### src/rtl/mux41_rr_arbiter_pkg.sv
// Shared definitions for the 4:1 mux round-robin arbiter: FSM encodings,
// mux input identifiers and a small one-hot helper.
package mux41_pkg;

   typedef enum logic [1:0] {
      ST_IDLE = 2'd0,
      ST_OWN  = 2'd1
   } state_t;

   localparam logic [1:0] ID_A = 2'd0;
   localparam logic [1:0] ID_B = 2'd1;
   localparam logic [1:0] ID_C = 2'd2;
   localparam logic [1:0] ID_D = 2'd3;

   function automatic logic [3:0] id2onehot(input logic [1:0] id);
      return 4'b0001 << id;
   endfunction

endpackage

### src/rtl/mux41_rr_arbiter_if.sv
// Request/grant bundle between the four requesters and the arbiter,
// including the mux tree select lines the arbiter drives.
interface mux41_rr_arbiter_if;

   logic [3:0] req;
   logic [3:0] gnt;
   logic [1:0] gnt_id;
   logic       busy;
   logic       s00;
   logic       s01;
   logic       s1;

   modport master (
      output req,
      input  gnt, gnt_id, busy, s00, s01, s1
   );

   modport slave (
      input  req,
      output gnt, gnt_id, busy, s00, s01, s1
   );

endinterface

### src/rtl/mux41_rr_arbiter_rr_pick4.sv
// Combinational round-robin search: first set bit of req at or after start,
// wrapping modulo 4.
module rr_pick4 (
   input  logic [3:0] req,
   input  logic [1:0] start,
   output logic [1:0] id,
   output logic       found
);

   logic [1:0] idx_s;

   // Walk the four offsets from start; the first hit wins.
   always_comb begin
      id    = 2'd0;
      found = 1'b0;
      idx_s = start;
      for (int k = 0; k < 4; k++) begin
         idx_s = start + 2'(k);
         id    = (!found && req[idx_s]) ? idx_s : id;
         found = found | req[idx_s];
      end
   end

endmodule

### src/rtl/mux41_rr_arbiter.sv
// Round-robin arbiter for the shared 4:1 mux tree with bounded tenure under
// contention; grant and select lines are all registered.
module mux41_rr_arbiter
   import mux41_pkg::*;
#(
   parameter int MAX_HOLD = 8
) (
   input  logic                clk,
   input  logic                rst_n,
   mux41_rr_arbiter_if.slave   bus
);

   localparam logic [3:0] MAX_HOLD_C = 4'(MAX_HOLD);

   state_t     state_r, state_nxt_s;
   logic [3:0] cnt_r, cnt_nxt_s;
   logic [1:0] last_r, last_nxt_s;
   logic [3:0] gnt_r, gnt_nxt_s;
   logic [1:0] gnt_id_r, id_nxt_s;
   logic       busy_r, busy_nxt_s;
   logic       s00_r, s00_nxt_s;
   logic       s01_r, s01_nxt_s;
   logic       s1_r, s1_nxt_s;

   logic [1:0] start_idle_s, start_hand_s;
   logic [1:0] id_idle_s, id_hand_s;
   logic       found_idle_s, found_hand_s;
   logic [3:0] others_s;
   logic       owner_req_s;
   logic       hold_max_s;

   assign start_idle_s = last_r + 2'd1;
   assign start_hand_s = gnt_id_r + 2'd1;
   // The owner's own bit is masked so handoff/rotation never re-picks it.
   assign others_s     = bus.req & ~id2onehot(gnt_id_r);
   assign owner_req_s  = bus.req[gnt_id_r];
   assign hold_max_s   = (cnt_r >= MAX_HOLD_C);

   rr_pick4 u_pick_idle (
      .req   (bus.req),
      .start (start_idle_s),
      .id    (id_idle_s),
      .found (found_idle_s)
   );

   rr_pick4 u_pick_hand (
      .req   (others_s),
      .start (start_hand_s),
      .id    (id_hand_s),
      .found (found_hand_s)
   );

   // State register.
   always_ff @(posedge clk or negedge rst_n) begin
      if (!rst_n) begin
         state_r <= ST_IDLE;
      end else begin
         state_r <= state_nxt_s;
      end
   end

   // Next-state logic; illegal encodings fall back to IDLE.
   always_comb begin
      state_nxt_s = ST_IDLE;
      case (state_r)
         ST_IDLE: begin
            if (found_idle_s) begin
               state_nxt_s = ST_OWN;
            end else begin
               state_nxt_s = ST_IDLE;
            end
         end
         ST_OWN: begin
            if (owner_req_s || found_hand_s) begin
               state_nxt_s = ST_OWN;
            end else begin
               state_nxt_s = ST_IDLE;
            end
         end
         default: state_nxt_s = ST_IDLE;
      endcase
   end

   // Next owner, tenure counter and pointer for the registered outputs.
   always_comb begin
      busy_nxt_s = 1'b0;
      id_nxt_s   = ID_A;
      cnt_nxt_s  = 4'd0;
      last_nxt_s = last_r;
      case (state_r)
         ST_IDLE: begin
            if (found_idle_s) begin
               busy_nxt_s = 1'b1;
               id_nxt_s   = id_idle_s;
               cnt_nxt_s  = 4'd1;
               last_nxt_s = id_idle_s;
            end else begin
               busy_nxt_s = 1'b0;
            end
         end
         ST_OWN: begin
            if ((!owner_req_s || hold_max_s) && found_hand_s) begin
               busy_nxt_s = 1'b1;
               id_nxt_s   = id_hand_s;
               cnt_nxt_s  = 4'd1;
               last_nxt_s = id_hand_s;
            end else if (!owner_req_s) begin
               busy_nxt_s = 1'b0;
            end else if (hold_max_s) begin
               busy_nxt_s = 1'b1;
               id_nxt_s   = gnt_id_r;
               cnt_nxt_s  = MAX_HOLD_C;
            end else begin
               busy_nxt_s = 1'b1;
               id_nxt_s   = gnt_id_r;
               cnt_nxt_s  = cnt_r + 4'd1;
            end
         end
         default: begin
            busy_nxt_s = 1'b0;
         end
      endcase
      gnt_nxt_s = busy_nxt_s ? id2onehot(id_nxt_s) : 4'b0000;
      s00_nxt_s = busy_nxt_s && (id_nxt_s == ID_B);
      s01_nxt_s = busy_nxt_s && (id_nxt_s == ID_D);
      s1_nxt_s  = busy_nxt_s && id_nxt_s[1];
   end

   // Datapath and output registers.
   always_ff @(posedge clk or negedge rst_n) begin
      if (!rst_n) begin
         cnt_r    <= 4'd0;
         last_r   <= ID_D;
         gnt_r    <= 4'b0000;
         gnt_id_r <= ID_A;
         busy_r   <= 1'b0;
         s00_r    <= 1'b0;
         s01_r    <= 1'b0;
         s1_r     <= 1'b0;
      end else begin
         cnt_r    <= cnt_nxt_s;
         last_r   <= last_nxt_s;
         gnt_r    <= gnt_nxt_s;
         gnt_id_r <= id_nxt_s;
         busy_r   <= busy_nxt_s;
         s00_r    <= s00_nxt_s;
         s01_r    <= s01_nxt_s;
         s1_r     <= s1_nxt_s;
      end
   end

   assign bus.gnt    = gnt_r;
   assign bus.gnt_id = gnt_id_r;
   assign bus.busy   = busy_r;
   assign bus.s00    = s00_r;
   assign bus.s01    = s01_r;
   assign bus.s1     = s1_r;

endmodule

### src/flat_wrapper.sv
// flat-port wrapper written by rule: the top's interface ports become plain ports
module mux41_rr_arbiter_flat import mux41_pkg::*;
#(
   parameter int MAX_HOLD = 8
)
  (clk, rst_n, bus_req, bus_gnt, bus_gnt_id, bus_busy, bus_s00, bus_s01, bus_s1);
  mux41_rr_arbiter_if bus_i ();
  input  logic clk;
  input  logic rst_n;
  input wire logic [$bits(bus_i.req)-1:0] bus_req;
  output wire logic [$bits(bus_i.gnt)-1:0] bus_gnt;
  output wire logic [$bits(bus_i.gnt_id)-1:0] bus_gnt_id;
  output wire logic [$bits(bus_i.busy)-1:0] bus_busy;
  output wire logic [$bits(bus_i.s00)-1:0] bus_s00;
  output wire logic [$bits(bus_i.s01)-1:0] bus_s01;
  output wire logic [$bits(bus_i.s1)-1:0] bus_s1;
  assign bus_i.req = bus_req;
  assign bus_gnt = bus_i.gnt;
  assign bus_gnt_id = bus_i.gnt_id;
  assign bus_busy = bus_i.busy;
  assign bus_s00 = bus_i.s00;
  assign bus_s01 = bus_i.s01;
  assign bus_s1 = bus_i.s1;
  mux41_rr_arbiter #(.MAX_HOLD(MAX_HOLD)) u_core (.clk(clk), .rst_n(rst_n), .bus(bus_i));
endmodule
### config.mk
export PLATFORM = sky130hd
export DESIGN_NAME = mux41_rr_arbiter_flat
export DESIGN_NICKNAME = d
export VERILOG_FILES = /design/src/rtl/mux41_rr_arbiter_pkg.sv /design/src/rtl/mux41_rr_arbiter_if.sv /design/src/rtl/mux41_rr_arbiter_rr_pick4.sv /design/src/rtl/mux41_rr_arbiter.sv /design/src/flat_wrapper.sv
export SDC_FILE = /design/constraint.sdc
export NUM_CORES = 1
export LEC_CHECK = 0
export ABC_AREA = 1
export CORE_ASPECT_RATIO = 1.25
export CORE_MARGIN = 3
export CORE_UTILIZATION = 49
export DETAILED_ROUTE_END_ITERATION = 10
export PLACE_DENSITY = 0.71
export REMOVE_ABC_BUFFERS = 1
export SYNTH_ARGS = -nofsm -noshare
export SYNTH_HDL_FRONTEND = slang
export SYNTH_HIERARCHICAL = 1
export SYNTH_SLANG_ARGS = --single-unit
### constraint.sdc
create_clock -name clk -period 4.5 [get_ports clk]
set_input_delay 0.675 -clock clk [delete_from_list [all_inputs] [get_ports clk]]
set_output_delay 0.675 -clock clk [all_outputs]
set_load 0.005 [all_outputs]
==> flow_summary.toml, run 1 <==
[clocking]
clockBufferDepth = 2
cts_buffers = 3
cts_resized = 0
postCtsHoldBufs = 0
cts_sinks = 14
cts_tree = "yes"
htreeDepth = 1
clk_pin_slew_ps = 80
cts_setup_buffers = 0
clk_latency_ps = 270
clockRootBuffer = "clkbuf_4"

[die]
start_util = 0.5310
die_x_um = 55.14
pin_count = 16
die_area_um2 = 3718
dieHeight_um = 67.43
core_um2 = 2785
rows = 21

[synth]
synth_cell_types = 27
synth-seq-cells = 14
async_flop_share = 1.000
netlist_area_um2 = 1479
avgSynthCellArea_um2 = 6.847
ys_seq_area_frac = 0.2386
synth_cells = 216
synth_warnings = 6
ys.flop_type = "dfrtp_1"
synth_edf_count = 0

[sta]
finalSetupViolCount = 0
period_minus_slack_ps = 2501
worstMarginPinSlew_ps = 577.0
fmax_ghz = 0.3999
timing.final.crit_share = 0.5557
finalSetupTns_ps = 0
hold_ws_ps = 519.8
finalWorstSetupSlack_ps = 1999
fin_worst_skew_ps = 2.904
slew_headroom = 0.6141
maxSlewViolCount = 0
rsz0062_at_grt = "false"
hold_viol_final = 0

[setup_path]
crit_chain = "inv_2, ha_1, inv_2, nand2_2, nand2_2, nand2_2, nand2_2, nor2_4, nand3b_1, a21o_1, nand3_2, nand2_4, nor2_1"
crit_path_start_kind = "flop"
path_delay_family = "simple AND/OR/NAND/NOR gates"
path_max_fanout = 16
cp.required_ps = 4690
cp_common_cell = "nand2_2"
slowest_stage = "dfrtp_1"
crit_type = "flop to flop"
cpPeakStageDelay_ps = 480
crit_buf_inv = 2
cp.arrival_ps = 2690
end_kind = "flop"

[placement]
globalplace.congestion = 0.8298
hpwl_um = 2283
portBuffers = 15
dp_slack_ps = 1831

[route]
drc = 0
detail-route-antenna-nets = 0
vias = 1246
wl_per_cell_um = 10.35
postRouteWirelength_um = 2732
routed_via_density = 4.720
drtPass1Iterations = 4
drt_iter0_markers = 25

[finish]
layout.nets = 243
final_common_cell = "nand2_1"
layout_common_cells = "nand2_1 (58), nand2_2 (26), inv_1 (25)"
syn_to_final_growth_pct = 12.44
antenna_cells = 0
drive_above_1_share = 0.2826

[grt]
grt_max_degree = 17
antenna_found_initial = 0
grt_first_pass_wirelength_um = 4664
grt_overflow_total = 0
grt_pass1_vias = 1152
grt_use_total = 0.1684

[worst_hold_path]
holdCritPathClass = "flop to flop"

[run]
drv_cap = 0

[outcome]
status = "completed"
through the flow:
step / cells / cell area, um^2 / util
CTS: 264 / 1663 / 0.5970
floorplan: 211 / 1434 / -
global placement: 260 / 1627 / 0.5840
detailed placement: 260 / 1627 / 0.5840
finish: 264 / 1663 / 0.5970
global route: 264 / 1663 / 0.5970
registers in the layout, indices dropped and copies added, names as in the netlist:
signal	cells
u_core/bus.s1	1
u_core/bus.gnt	3
u_core/bus.gnt_id	2
u_core/cnt_r	4
u_core/state_r	1
u_core/bus.s00	1
u_core/last_r	2
tightest hold or removal path: stages, from the launching register on:
cell,delay (ps)
dfstp_2,380
nor2_1,90
a21oi_1,50
per-layer routing:
metal / global-route usage / part of all wire
met5: 0 / 0
met4: 0.05471 / 0.0084
met3: 0.01104 / 0.029
met2: 0.3047 / 0.50
met1: 0.2052 / 0.47
logic make-up (layout without fill, tap and decap cells):
kind of cell | count (synthesis) | in the layout | share of synthesized area
flops | 14 | 14 | 0.2386
simple gates | 144 | 144 | 0.5406
buf+inv | 39 | 53 | 0.1168
fa+ha+maj | 6 | 6 | 0.05076
xor+xnor | 2 | 2 | 0.01185
compound gates | 11 | 11 | 0.04146
area by class of cell:
cell class | count | area [um^2]
clock buffers | 4 | 36.28
multi-input cells | 163 | 953.4
flip-flops and latches | 14 | 352.8
well taps | 34 | 42.54
fillers | 291 | 1122
inverters | 34 | 127.6
repair buffers | 15 | 150.1
final timing paths:
kind,from,depth (start not counted),endpoint,slack (ps)
setup / recovery,u_core/bus.gnt_id[0],13,u_core/bus.gnt[2],2000
hold / removal,u_core/last_r[1],2,u_core/last_r[1],520
setup reg to reg,u_core/bus.gnt_id[0],13,u_core/bus.gnt[2],2000
hold reg to reg,u_core/last_r[1],2,u_core/last_r[1],520
max in group asynchronous,rst_n,1,u_core/state_r[0],3350
min in group asynchronous,rst_n,1,u_core/bus.gnt_id[1],770
cells in the mapped netlist (3+ instances only):
| cell type | n | share of area |
|---|---|---|
| nand2_1 | 58 | 0.15 |
| nand2_2 | 26 | 0.11 |
| inv_1 | 25 | 0.063 |
| nor2_1 | 16 | 0.041 |
| dfrtp_1 | 12 | 0.20 |
| nand3_1 | 12 | 0.041 |
| nand3_2 | 11 | 0.074 |
| nand2_4 | 9 | 0.069 |
| inv_2 | 7 | 0.018 |
| ha_1 | 6 | 0.051 |
| a21oi_1 | 4 | 0.014 |
| nor2_2 | 4 | 0.017 |
| buf_4 | 3 | 0.015 |
| o21ai_1 | 3 | 0.010 |
Power of run 1 is not shown: default switching activity piles up to over one toggle a cycle in this logic, so the estimate is an artifact.
==> run 2, diff against run 1 <==
Clock period 4.5 ns to 2.6 ns, I/O delays scaled along.
==> flow_summary.toml, run 2 (synthesis results as in run 1) <==
[setup_path]
cp.required_ps = 2770
rr_startpoint = "u_core/last_r[0]"
rrSetupSlack_ps = 270
end_kind = "flop"
rr_endpoint = "u_core/bus.gnt[0]"
crit_path_start_kind = "flop"
path_max_fanout = 12
ff2ff_path_depth = 13
cp.arrival_ps = 2490
crit_type = "flop to flop"

[route]
detail-route-antenna-nets = 0
wl_per_cell_um = 9.921
routed_via_density = 4.729
vias = 1258
drt_iter0_markers = 21
postRouteWirelength_um = 2639
drc = 0
drtPass1Iterations = 4

[die]
core_um2 = 2785
start_util = 0.5310
pin_count = 16
rows = 21
dieHeight_um = 67.43
die_area_um2 = 3718
die_x_um = 55.14

[grt]
grt_pass1_vias = 1171
grt_first_pass_wirelength_um = 4650
grt_max_degree = 16
grt_use_total = 0.1646
grt_overflow_total = 0
antenna_found_initial = 0

[finish]
largest-register = "u_core/cnt_r"
final-seq-area_um2 = 352.8
multiInputGateArea_um2 = 953.4
layout.nets = 245
largest_reg_flops = 4
antenna_cells = 0
syn_to_final_growth_pct = 13.45
layout_common_cells = "nand2_1 (58), nand2_2 (26), inv_1 (25)"
final_common_cell = "nand2_1"
fillerInstances = 274
drive_above_1_share = 0.2888

[sta]
period_minus_slack_ps = 2327
maxSlewViolCount = 0
hold_viol_final = 0
rsz0062_at_grt = "false"
worstMarginPinSlew_ps = 573.1
finalSetupViolCount = 0
hold_ws_ps = 488.4
fin_worst_skew_ps = 3.306
timing.final.crit_share = 0.8949
fmax_ghz = 0.4298
finalSetupTns_ps = 0
finalWorstSetupSlack_ps = 273.4
slew_headroom = 0.6167

[clocking]
postCtsHoldBufs = 0
clk_latency_ps = 260
cts_setup_buffers = 0
cts_sinks = 14
cts_resized = 0
clk_pin_slew_ps = 80
clockBufferDepth = 2
htreeDepth = 1
cts_buffers = 3
clockRootBuffer = "clkbuf_4"
cts_tree = "yes"

[placement]
portBuffers = 15
hpwl_um = 2247
globalplace.congestion = 0.8560
dp_slack_ps = 185.2

[outcome]
status = "completed"

[worst_hold_path]
holdCritPathClass = "primary input to async pin"

[run]
drv_cap = 0
==> run 2: changes by cell type in the layout (fill, tap and decap cells not counted) <==
cell	delta
buf_4	+2
==> run 2: through the flow <==
stage,area (um^2),utilization,std cells
after global placement,1642,0.5894,262
after global routing,1678,0.6024,266
after floorplan,1434,-,211
final,1678,0.6024,266
after CTS,1678,0.6024,266
after detailed placement,1642,0.5894,262
==> run 2: critical path, stage by stage, from the launching register on <==
cell and delay, ps:
dfstp_2 540, inv_1 200, inv_2 230, nand2_1 110, nand3_2 100, nand2_4 70
nor2_4 140, nand3_1 90, nand3_1 90, inv_1 50, o21ai_0 360, nand2_4 120
nand2_1 90, nor2_2 30
==> run 2: worst max path at each step <==
stage                              to  slack, ps  depth (start not counted)                  from
finish              u_core/bus.gnt[0]        270                         13      u_core/last_r[0]
global route        u_core/bus.gnt[0]         70                         15  u_core/bus.gnt_id[0]
CTS                 u_core/bus.gnt[0]        250                         15  u_core/bus.gnt_id[0]
detailed placement  u_core/bus.gnt[0]        190                         14            bus_req[2]
global placement    u_core/bus.gnt[0]        240                         13            bus_req[0]
floorplan           u_core/bus.gnt[0]        400                         12  u_core/bus.gnt_id[0]
==> run 2: final cells by class <==
class / count / area share
multi-input cells: 163 / 0.5682
flip-flops and latches: 14 / 0.2103
repair buffers: 17 / 0.09843
inverters: 34 / 0.07606
well taps: 34 / 0.02535
clock buffers: 4 / 0.02163
==> run 2: routing by layer <==
layer | wire [um] | share of wire | vias up | global-route usage
li1 | - | - | 692 | -
met1 | 1232 | 0.47 | 545 | 0.2137
met2 | 1277 | 0.48 | 19 | 0.2811
met3 | 116 | 0.044 | 2 | 0.01766
met4 | 13 | 0.0049 | 0 | 0.04863
met5 | 0 | 0 | - | 0
Power of run 2 is left out for the same reason.
==> run 3, diff against run 2 <==
Settings changed: GPL_TIMING_DRIVEN set to 0.
==> flow_summary.toml, run 3 (synthesis results as in run 1) <==
[finish]
largest_reg_flops = 4
layout.nets = 243
syn_to_final_growth_pct = 12.86
final_core_util = 0.5993
layout_common_cells = "nand2_1 (58), nand2_2 (26), inv_1 (25)"
stdcell_area_um2 = 1669
final_common_cell = "nand2_1"
antenna_cells = 0
fillerInstances = 289
drive_above_1_share = 0.2913
final_cells = 264
largest-register = "u_core/cnt_r"

[grt]
antenna_found_initial = 0
grt_use_total = 0.1776
grt_overflow_total = 0
grt_pass1_vias = 1190
grt_max_degree = 17
grt_first_pass_wirelength_um = 4961

[outcome]
status = "completed"

[sta]
worstMarginPinSlew_ps = 601.2
timing.final.crit_share = 0.8965
rsz0062_at_grt = "false"
maxSlewViolCount = 0
fmax_ghz = 0.4290
period_minus_slack_ps = 2331
fin_worst_skew_ps = 1.118
hold_viol_final = 0
finalSetupViolCount = 0
slew_headroom = 0.5979
finalSetupTns_ps = 0

[placement]
globalplace.congestion = 0.8200
portBuffers = 15
hpwl_um = 2225
dp_cells = 260
postPlaceCellArea_um2 = 1627

[setup_path]
crit_path_start = "u_core/bus.gnt_id[0]"
rrSetupSlack_ps = 270
end_kind = "flop"
cp.arrival_ps = 2500
slowest_stage = "dfrtp_2"
crit_type = "flop to flop"
crit_buf_inv = 2
rr_endpoint = "u_core/bus.gnt[0]"
path_max_fanout = 16
rr_startpoint = "u_core/bus.gnt_id[0]"
ff2ff_path_depth = 12
crit_path_start_kind = "flop"
path_delay_family = "simple AND/OR/NAND/NOR gates"
cp_common_cell = "nand2_4"
cpPeakStageDelay_ps = 470
crit_chain = "inv_4, ha_2, inv_2, nand2_4, nand2_4, o21ai_1, nand3b_1, a21o_1, nand3_2, nand2_4, nand2_1, nor2_2"
cp.required_ps = 2770

[route]
detail-route-antenna-nets = 0
drc = 0
routed_via_density = 4.788
vias = 1264
wl_per_cell_um = 10.35
drtPass1Iterations = 4
postRouteWirelength_um = 2732
drt_iter0_markers = 19

[die]
start_util = 0.5310
pin_count = 16
core_um2 = 2785
die_area_um2 = 3718
die_x_um = 55.14
dieHeight_um = 67.43
rows = 21

[clocking]
cts_tree = "yes"
clockBufferDepth = 2
clk_pin_slew_ps = 80
cts_sinks = 14
cts_resized = 0
clk_latency_ps = 270
cts_buffers = 3
postCtsHoldBufs = 0
clockRootBuffer = "clkbuf_4"
htreeDepth = 1
cts_setup_buffers = 0

[run]
drv_cap = 0

[worst_hold_path]
holdCritPathClass = "primary input to async pin"
## run 3: cell count changes in the layout (fill, tap and decap cells not counted), sizes merged
cell,previous run,this run
buf,2,0
## run 3: metrics by stage
step	hold WS [ps]	setup WS, ps
after floorplan	94.41	402.0
after global placement	501.1	95.61
after detailed placement	504.4	83.79
after CTS	501.7	67.49
after global routing	529.4	77.79
final	493.5	269.1
## run 3: worst max-delay path by stage
stage / end / cells after the start
final: u_core/bus.gnt[0] / 12
after detailed placement: u_core/bus.gnt[0] / 14
after CTS: u_core/bus.gnt[0] / 14
after floorplan: u_core/bus.gnt[0] / 12
after global routing: u_core/bus.gnt[0] / 14
after global placement: u_core/bus.gnt[0] / 14
## run 3: area by class of cell
| cell class | count | area, um^2 | share of cell area |
|---|---|---|---|
| multi-input cells | 163 | 955.9 | 0.5727 |
| repair buffers | 15 | 150.1 | 0.08996 |
| flip-flops and latches | 14 | 354.1 | 0.2121 |
| clock buffers | 4 | 36.28 | 0.02174 |
| inverters | 34 | 130.1 | 0.07796 |
| well taps | 34 | 42.54 | 0.02549 |
## run 3: worst reg2reg max path, stage by stage (launching register included)
cell and delay (ps):
dfrtp_2 470, inv_4 190, ha_2 350, inv_2 140, nand2_4 60, nand2_4 80
o21ai_1 90, nand3b_1 310, a21o_1 260, nand3_2 80, nand2_4 70, nand2_1 90
nor2_2 40
## run 3: routing by layer
layer | track usage | share of wire
met1 | 0.2308 | 0.49
met4 | 0.05471 | 0.0077
met2 | 0.3062 | 0.47
met3 | 0.01325 | 0.031
met5 | 0 | 0
Power of run 3 is left out for the same reason.
